<file path="config.mk">
export PLATFORM = sky130hd
export DESIGN_NAME = latch_gate_arbiter
export DESIGN_NICKNAME = d
export VERILOG_FILES = /design/src/rtl/latch_gate_arbiter.sv
export SDC_FILE = /design/constraint.sdc
export NUM_CORES = 1
export LEC_CHECK = 0
export ABC_CLOCK_PERIOD_IN_PS = 2590
export CAP_MARGIN = 20
export CORE_MARGIN = 2
export CORE_UTILIZATION = 40
export CTS_CLUSTER_DIAMETER = 30
export DETAILED_ROUTE_END_ITERATION = 10
export PLACE_DENSITY = 0.73
export SYNTH_ARGS = -nofsm -noshare
export SYNTH_HDL_FRONTEND = slang
export SYNTH_SLANG_ARGS = --single-unit
</file>
<file path="constraint.sdc">
create_clock -name clk_i -period 2.59 [get_ports clk_i]
set_input_delay 0.518 -clock clk_i [delete_from_list [all_inputs] [get_ports clk_i]]
set_output_delay 0.518 -clock clk_i [all_outputs]
set_load 0.02 [all_outputs]
</file>
<file path="src/rtl/latch_gate_arbiter.sv">
// latch_gate_arbiter
//   Round-robin arbiter and write sequencer for one shared W-bit gated latch
//   bank. A granted requester's data is captured once onto ld_o, then the latch
//   gate lg_o is pulsed with programmed setup/pulse/hold spacing, and a one-cycle
//   done_o pulse is returned to that requester. A clear request runs a one-cycle
//   lclr_o pulse instead. This block is the only driver of ld_o/lg_o/lclr_o.
//
// Ports
//   clk_i       rising-edge clock
//   rst_i       synchronous reset, active-high
//   req_i       per-requester write request (level, held until done)
//   din_i       requester data; requester i on din_i[i*W +: W]
//   clr_req_i   latch-clear request (level, held until clr_done_o)
//   gnt_o       one-hot grant, high for the whole transaction
//   done_o      one-cycle completion pulse to the granted requester
//   clr_done_o  one-cycle completion pulse for a clear
//   ld_o        latch data
//   lg_o        latch gate
//   lclr_o      latch clear (held high during reset)
//   busy_o      high whenever the sequencer is not idle
module latch_gate_arbiter #(
  parameter int NREQ  = 4,
  parameter int W     = 8,
  parameter int SETUP = 1,
  parameter int PULSE = 2,
  parameter int HOLD  = 1
) (
  input  logic              clk_i,
  input  logic              rst_i,
  input  logic [NREQ-1:0]   req_i,
  input  logic [NREQ*W-1:0] din_i,
  input  logic              clr_req_i,
  output logic [NREQ-1:0]   gnt_o,
  output logic [NREQ-1:0]   done_o,
  output logic              clr_done_o,
  output logic [W-1:0]      ld_o,
  output logic              lg_o,
  output logic              lclr_o,
  output logic              busy_o
);

  localparam int MAXP = (SETUP > PULSE) ? ((SETUP > HOLD) ? SETUP : HOLD)
                                        : ((PULSE > HOLD) ? PULSE : HOLD);
  localparam int CW = $clog2(MAXP) + 1;
  localparam int IW = (NREQ > 1) ? $clog2(NREQ) : 1;

  localparam logic [CW-1:0]   CNT_ONE   = CW'(1);
  localparam logic [NREQ-1:0] GNT_ONE   = NREQ'(1);
  localparam logic [CW-1:0]   SETUP_LD  = CW'(SETUP - 1);
  localparam logic [CW-1:0]   PULSE_LD  = CW'(PULSE - 1);
  localparam logic [CW-1:0]   HOLD_LD   = CW'(HOLD - 1);

  typedef enum logic [2:0] {
    S_IDLE  = 3'd0,
    S_CLEAR = 3'd1,
    S_SETUP = 3'd2,
    S_GATE  = 3'd3,
    S_HOLD  = 3'd4,
    S_ACK   = 3'd5
  } state_t;

  state_t          state_q;
  logic [CW-1:0]   cnt_q;
  logic [IW-1:0]   rr_q;
  logic [IW-1:0]   gidx_q;
  logic            is_clr_q;
  logic [NREQ-1:0] gnt_q;
  logic [NREQ-1:0] done_q;
  logic            clr_done_q;
  logic [W-1:0]    ld_q;
  logic            lg_q;
  logic            lclr_q;
  logic            busy_q;

  logic [IW-1:0]   cand_s;
  logic [IW-1:0]   win_idx_s;
  logic            win_vld_s;
  logic [IW-1:0]   rr_d;

  // Round-robin pick: first set request scanning upward from rr_q with wrap.
  always_comb begin
    win_vld_s = 1'b0;
    win_idx_s = {IW{1'b0}};
    cand_s    = {IW{1'b0}};
    for (int k = 0; k < NREQ; k++) begin
      cand_s = IW'((int'(rr_q) + k) % NREQ);
      if (!win_vld_s && req_i[cand_s]) begin
        win_vld_s = 1'b1;
        win_idx_s = cand_s;
      end else begin
        win_idx_s = win_idx_s;
      end
    end
  end

  // Pointer value after serving gidx_q: the requester just above it, wrapped.
  always_comb begin
    rr_d = IW'((int'(gidx_q) + 1) % NREQ);
  end

  // Sequencer FSM with all outputs registered.
  always_ff @(posedge clk_i) begin
    if (rst_i) begin
      state_q    <= S_IDLE;
      cnt_q      <= {CW{1'b0}};
      rr_q       <= {IW{1'b0}};
      gidx_q     <= {IW{1'b0}};
      is_clr_q   <= 1'b0;
      gnt_q      <= {NREQ{1'b0}};
      done_q     <= {NREQ{1'b0}};
      clr_done_q <= 1'b0;
      ld_q       <= {W{1'b0}};
      lg_q       <= 1'b0;
      lclr_q     <= 1'b1;
      busy_q     <= 1'b0;
    end else begin
      // Pulse outputs default low; only the transition into ACK/CLEAR raises them.
      done_q     <= {NREQ{1'b0}};
      clr_done_q <= 1'b0;
      lclr_q     <= 1'b0;
      case (state_q)
        S_IDLE: begin
          lg_q <= 1'b0;
          if (clr_req_i) begin
            // Clear wins over writes in the same cycle.
            state_q  <= S_CLEAR;
            lclr_q   <= 1'b1;
            is_clr_q <= 1'b1;
            busy_q   <= 1'b1;
          end else if (win_vld_s) begin
            // Data is captured exactly once here; later din_i changes are ignored.
            state_q  <= S_SETUP;
            gnt_q    <= GNT_ONE << win_idx_s;
            gidx_q   <= win_idx_s;
            ld_q     <= din_i[win_idx_s*W +: W];
            cnt_q    <= SETUP_LD;
            is_clr_q <= 1'b0;
            busy_q   <= 1'b1;
          end else begin
            busy_q <= 1'b0;
          end
        end
        S_CLEAR: begin
          state_q    <= S_ACK;
          clr_done_q <= 1'b1;
        end
        S_SETUP: begin
          if (cnt_q == {CW{1'b0}}) begin
            state_q <= S_GATE;
            lg_q    <= 1'b1;
            cnt_q   <= PULSE_LD;
          end else begin
            cnt_q <= cnt_q - CNT_ONE;
          end
        end
        S_GATE: begin
          if (cnt_q == {CW{1'b0}}) begin
            state_q <= S_HOLD;
            lg_q    <= 1'b0;
            cnt_q   <= HOLD_LD;
          end else begin
            cnt_q <= cnt_q - CNT_ONE;
          end
        end
        S_HOLD: begin
          if (cnt_q == {CW{1'b0}}) begin
            state_q <= S_ACK;
            done_q  <= gnt_q;
          end else begin
            cnt_q <= cnt_q - CNT_ONE;
          end
        end
        S_ACK: begin
          state_q  <= S_IDLE;
          gnt_q    <= {NREQ{1'b0}};
          busy_q   <= 1'b0;
          is_clr_q <= 1'b0;
          // A clear does not move the fairness pointer.
          if (!is_clr_q) begin
            rr_q <= rr_d;
          end else begin
            rr_q <= rr_q;
          end
        end
        default: begin
          state_q <= S_IDLE;
          gnt_q   <= {NREQ{1'b0}};
          lg_q    <= 1'b0;
          busy_q  <= 1'b0;
        end
      endcase
    end
  end

  assign gnt_o      = gnt_q;
  assign done_o     = done_q;
  assign clr_done_o = clr_done_q;
  assign ld_o       = ld_q;
  assign lg_o       = lg_q;
  assign lclr_o     = lclr_q;
  assign busy_o     = busy_q;

endmodule
</file>
==> reports/metrics.cfg, run 1 <==
[outcome]
status = completed

[pwr]
powerDensity_mw_per_mm2 = 735
max-vdd-ir-drop_v = 0.000291
leakage_nw = 0.879

[grt]
overflow = 0
grt_pass1_wl_mm = 6.95
grt_pass1_vias = 1556
grt_usage_pct = 20.5
grt_start_max_net_pins = 19
antenna_found_initial = 0

[routing]
drc = 0
wire_per_inst_um = 14.2
wl_mm = 4.35
viasPerCell = 5.42
dr.pass1.iters = 4
first_iter_violations = 85
ant_nets = 0
via_count = 1660

[critical_path]
worstPathCellList = clkdlybuf4s50_1, nor4_1, buf_4, nor4_1, nor3_1, nor2_1, a211oi_1
start_kind = primary input
arrival_ns = 2.40
endpoint_kind = flop
critPathBufInv = 2
slowest_delay_ns = 0.52
crit_required_ns = 2.78
cp_common_cell = nor4_1
crit_path_max_fanout = 5
path_delay_family = simple AND/OR/NAND/NOR gates
critPathSlowestCell = nor4_1
critPathKind = in -> reg

[cells_and_area]
multi_input_area_um2 = 896
final_common_cell = clkdlybuf4s50_1
seqCellArea_um2 = 601
syn_to_final_growth_pct = 49.0
num-nets-final = 299
drive_gt1_share_pct = 10.1
fin_area_mm2 = 0.00238
n_antenna_cell = 0
layout_common_cells = 58 x clkdlybuf4s50_1, 30 x dfxtp_1, 25 x nand2_1
num-fill-cells = 346

[yosys]
synth_top_cell_area_share_pct = 37.6
syn_nets = 235
synth_edf_count = 0
ys_seq_elements = 30
synth_ff_type = dfxtp_1
synth_adder_area_share_pct = 2.35
synth_area_leaders = dfxtp_1 38%, nand2_1 5.9%, a21oi_1 5.0%
synthCells = 193
synth_top_family_by_area = compound AO/OA/AOI/OAI gates
synth.avg_cell_area_um2 = 8.27
synth_simple_gate_area_share_pct = 25.9
yosysTopAreaCell = dfxtp_1
synth_compound_area_share_pct = 26.6
synth_xor_xnor_area_share_pct = 0.549
synth_warnings = 0
syn_area_mm2 = 0.00160
ys_seq_area_share_pct = 37.6
yosys.cell_types.count = 38
synthMuxAreaShare_pct = 0.627
async_reset_ff_share_pct = 0

[place]
dp_hpwl_mm = 3.19
placed_cell_area_mm2 = 0.00227
io_buffers = 58
gp_congestion = 0.805

[die]
ios = 59
core_mm2 = 0.00374
die_h_um = 67.2
chipWidth_um = 67.2
rows = 22
start_util_pct = 42.6
die_area_mm2 = 0.00451

[clocking]
cts_buffer_depth = 2
cts_setup_buffers = 0
numCtsBuffers = 5
h-tree-depth = 2
cts_sinks = 30
ctsHoldBuffers = 0
path_clk_slew_ns = 0.06
root_buffer = clkbuf_8
cts_resized = 0
cts_tree = built
insertion_delay_ns = 0.28

[sta]
fmax_ghz = 0.453
fin_skew_ns = 0.00445
tns_ns = 0
maxSlewViolCount = 0
fin_crit_sh_pct = 85.1
worst_pin_slew_ns = 0.651
rsz0062_at_grt = no
hold_violations = 0
period_minus_slack_ns = 2.21
relSlewSlack_pct = 56.5
setup_violations = 0

[job]
cap_violations = 0

[hold_path]
hold_class = reg -> reg

[where the power goes]
group	internal (mW)	total, mW	switching (mW)
registers	0.541	0.595	0.0541
logic	0.331	0.692	0.361
clock network	0.283	0.462	0.180
[cell families after synthesis]
group           count (synthesis)
mux                             1
simple gates                   81
compound gates                 57
fa+ha+maj                       3
flops                          30
buf+inv                        20
xor+xnor                        1
[cell usage after synthesis (2+ instances only)]
master	count
buf_6	3
buf_2	2
a21oi_1	16
o21ai_0	4
nor4_1	2
and2_1	4
a211oi_1	2
a311oi_1	8
nand2_1	25
a221oi_1	2
a2111oi_0	7
nor2b_1	2
o21a_1	2
inv_1	6
nor4b_1	8
ha_1	3
o21bai_1	8
nand2b_1	6
nor2_1	17
dfxtp_1	30
or3_1	5
a22oi_1	2
nor3_1	7
clkbuf_1	8
[final cells by class]
| cell class | count | area share (%) |
|---|---|---|
| Sequential cell | 30 | 25.2 |
| Clock inverter | 3 | 1.68 |
| Tap cell | 48 | 2.52 |
| Multi-Input combinational cell | 143 | 37.7 |
| Clock buffer | 5 | 2.89 |
| Timing Repair Buffer | 71 | 29.0 |
| Inverter | 6 | 0.947 |
[final timing paths]
| check | depth (start not counted) | slack (ns) | to | start |
|---|---|---|---|---|
| worst min register to register | 2 | 0.48 | gnt_o[1] | gnt_o[1] |
| worst max register to register | 5 | 0.56 | ld_o[5] | state_q[1] |
| worst max-delay path | 7 | 0.38 | cnt_q[0] | req_i[0] |
| worst min-delay path | 2 | 0.48 | gnt_o[1] | gnt_o[1] |
[layer usage]
layer | GRT usage [%] | vias up | part of all wire (%)
met5 | 0 | - | 0
met1 | 25.3 | 761 | 45
met3 | 4.83 | 12 | 5.3
li1 | - | 834 | -
met4 | 10.2 | 0 | 2.6
met2 | 33.4 | 53 | 47
[worst reg2reg max path, delay by kind of cell, from the launching register on]
family                 cells  cell delay (ns)
and+or+nand+nor            2             0.77
AOI/OAI and AO/OA          2             0.54
DFF                        1             0.41
buffers and inverters      1             0.19
[flip-flops by register name (all words and copies together), names as in the netlist]
| signal | cells |
|---|---|
| lclr_o | 1 |
| busy_o | 1 |
| lg_o | 1 |
| done_o | 4 |
| clr_done_o | 1 |
| cnt_q | 2 |
| ld_o | 8 |
| rr_q | 2 |
| state_q | 3 |
| is_clr_q | 1 |
| gnt_o | 4 |
| gidx_q | 2 |
[per-stage QoR]
step / hold WS, ns / cells / utilization [%] / power [mW] / worst slack, ns
after floorplan: 0.462 / 193 / - / 1.01 / 0.700
after global placement: 0.455 / 298 / 60.6 / 1.29 / 0.121
after detailed placement: 0.469 / 298 / 60.6 / 1.29 / 0.0660
after CTS: 0.489 / 306 / 63.5 / 1.76 / 0.350
after global routing: 0.507 / 306 / 63.5 / 1.86 / 0.202
final: 0.479 / 306 / 63.5 / 1.75 / 0.385
No activity file was read; power rests on OpenSTA's default activity.
==> inputs of run 2 (changes only) <==
MAX_ROUTING_LAYER = met4   (was default)
==> run 2 against run 1 <==
  * Die area stayed put
  * Critical path depth stayed put
  * Cell area did not move
  * Maximum frequency decreased by 0.27%
  * Core utilization is the same
  * Clock power is essentially flat
  * Non-clock buffer count unchanged
  * Power hardly changed
  * Flip-flop and latch count stayed put
  * Clock skew rose by 0.0020 ns
  * Register-to-register slack got worse by 0.02 ns
  * Hold slack about the same
  * Critical path type unchanged
  * Largest cell class unchanged
  * Highest routed layer unchanged
==> reports/metrics.cfg, run 2 (synthesis results as in run 1) <==
[sta]
relSlewSlack_pct = 58.6  ; +2.1 points
tns_ns = 0  ; unchanged
fin_crit_sh_pct = 85.4  ; +0.23 points
setup_violations = 0  ; unchanged
hold_violations = 0  ; unchanged
worst_pin_slew_ns = 0.619  ; -0.0320 ns
fmax_ghz = 0.452  ; -0.27%
rsz0062_at_grt = no
maxSlewViolCount = 0  ; unchanged
period_minus_slack_ns = 2.21  ; +0.00591 ns
fin_skew_ns = 0.00648  ; +0.00204 ns

[routing]
wire_per_inst_um = 14.3  ; +0.60%
viasPerCell = 5.47  ; +0.84%
dr.pass1.iters = 6  ; +2
via_count = 1674  ; +0.84%
ant_nets = 0  ; unchanged
met2_length_mm = 2.03  ; about the same
drc = 0  ; unchanged
wl_met3_um = 233  ; +0.43%
wl_mm = 4.37  ; +0.60%
first_iter_violations = 101  ; +19%
wl_met1_mm = 1.99  ; +1.1%
maxUsedRoutingLayer = met4

[cells_and_area]
layout_common_cells = 58 x clkdlybuf4s50_1, 30 x dfxtp_1, 25 x nand2_1
syn_to_final_growth_pct = 49.0  ; unchanged
final_common_cell = clkdlybuf4s50_1
finish.utilization_pct = 63.5  ; unchanged
largest_register_ffs = 8  ; unchanged
n_antenna_cell = 0  ; unchanged
num-fill-cells = 346  ; unchanged
num-nets-final = 299  ; unchanged
drive_gt1_share_pct = 10.1  ; unchanged
fin_area_mm2 = 0.00238  ; unchanged

[die]
ios = 59  ; unchanged
start_util_pct = 42.6  ; unchanged
chipWidth_um = 67.2  ; unchanged
die_area_mm2 = 0.00451  ; unchanged
die_h_um = 67.2  ; unchanged
core_mm2 = 0.00374  ; unchanged
rows = 22  ; unchanged

[grt]
grt_pass1_vias = 1558  ; +0.13%
overflow = 0  ; unchanged
grt_usage_pct = 21.1  ; +0.59 points
antenna_found_initial = 0  ; unchanged
grt_pass1_wl_mm = 6.94  ; -0.10%
grt_start_max_net_pins = 19  ; unchanged

[critical_path]
arrival_ns = 2.37  ; -0.03 ns
start_kind = primary input
critPathKind = in -> reg
crit_required_ns = 2.75  ; -0.03 ns
endpoint_kind = flop
crit_path_max_fanout = 18  ; +13
worstPathCellList = clkdlybuf4s50_1, mux2i_1, nor2_2, or3_1, buf_12, a2111oi_0, a311oi_1
critPathSlowestCell = clkdlybuf4s50_1
path_delay_family = buffers and inverters
critPathBufInv = 2  ; unchanged
slowest_delay_ns = 0.48  ; -0.04 ns

[job]
cap_violations = 0  ; unchanged

[clocking]
path_clk_slew_ns = 0.07  ; about the same
insertion_delay_ns = 0.29  ; about the same
numCtsBuffers = 5  ; unchanged
cts_setup_buffers = 0  ; unchanged
cts_buffer_depth = 2  ; unchanged
cts_resized = 0  ; unchanged
cts_tree = built
h-tree-depth = 2  ; unchanged
root_buffer = clkbuf_8
cts_sinks = 30  ; unchanged
ctsHoldBuffers = 0  ; unchanged

[hold_path]
hold_class = reg -> reg

[place]
dp_hpwl_mm = 3.19  ; unchanged
io_buffers = 58  ; unchanged
placed_cell_area_mm2 = 0.00227  ; unchanged
gp_congestion = 0.817  ; +1.5%

[outcome]
status = completed

[pwr]
powerDensity_mw_per_mm2 = 736  ; about the same
leakage_nw = 0.879  ; unchanged
max-vdd-ir-drop_v = 0.000295  ; +1.1%

==> run 2: cell counts in the layout (fill, tap and decap cells not counted) <==
Identical to the previous run, type by type.
==> run 2: worst register-to-register path, stage by stage (launching register included) <==
cell	delay, ns
dfxtp_1	0.41
or3_1	0.44
or3_1	0.33
buf_4	0.19
a2111oi_0	0.47
a311oi_1	0.08
==> run 2: per-layer routing <==
metal,vias to the layer above,GRT usage (%)
met4,0,10.2
met2,66,33.4
met1,758,25.8
met5,-,-
met3,14,4.00
li1,836,-
==> run 2: path summary, 6_finish.rpt <==
check                           startpoint  depth (start not counted)  endpoint  slack, ns
worst min register to register    gnt_o[1]                          2  gnt_o[1]       0.48
worst max-delay path              req_i[0]                          7   ld_o[5]       0.38
worst min-delay path              gnt_o[1]                          2  gnt_o[1]       0.48
worst max register to register  state_q[1]                          5   ld_o[5]       0.54
==> run 2: per-stage QoR <==
stage / power (mW) / setup slack [ns] / cells / hold slack [ns]
6_report: 1.75 / 0.379 / 306 / 0.479
5_1_grt: 1.86 / 0.202 / 306 / 0.507
4_1_cts: 1.76 / 0.350 / 306 / 0.489
3_5_place_dp: 1.29 / 0.0660 / 298 / 0.469
3_3_place_gp: 1.29 / 0.121 / 298 / 0.455
2_1_floorplan: 1.01 / 0.700 / 193 / 0.462
==> run 2: final cells by class <==
| cell class | count | area [µm²] | share of cell area (%) |
|---|---|---|---|
| Timing Repair Buffer | 71 | 691 | 29.0 |
| Inverter | 6 | 22.5 | 0.947 |
| Sequential cell | 30 | 601 | 25.2 |
| Multi-Input combinational cell | 143 | 896 | 37.7 |
| Tap cell | 48 | 60.1 | 2.52 |
| Clock buffer | 5 | 68.8 | 2.89 |
| Clock inverter | 3 | 40.0 | 1.68 |
==> run 2: power breakdown <==
| group | total, mW | internal [mW] | switching, mW |
|---|---|---|---|
| logic | 0.693 | 0.331 | 0.362 |
| clock network | 0.463 | 0.283 | 0.180 |
| registers | 0.595 | 0.541 | 0.0540 |
| total | 1.75 | 1.15 | 0.596 |
==> inputs of run 3 (changes only) <==
TNS_END_PERCENT = 30   (was default)
==> results of run 3 <==
The final DEF is identical to that of run 2; final timing and power are the same.
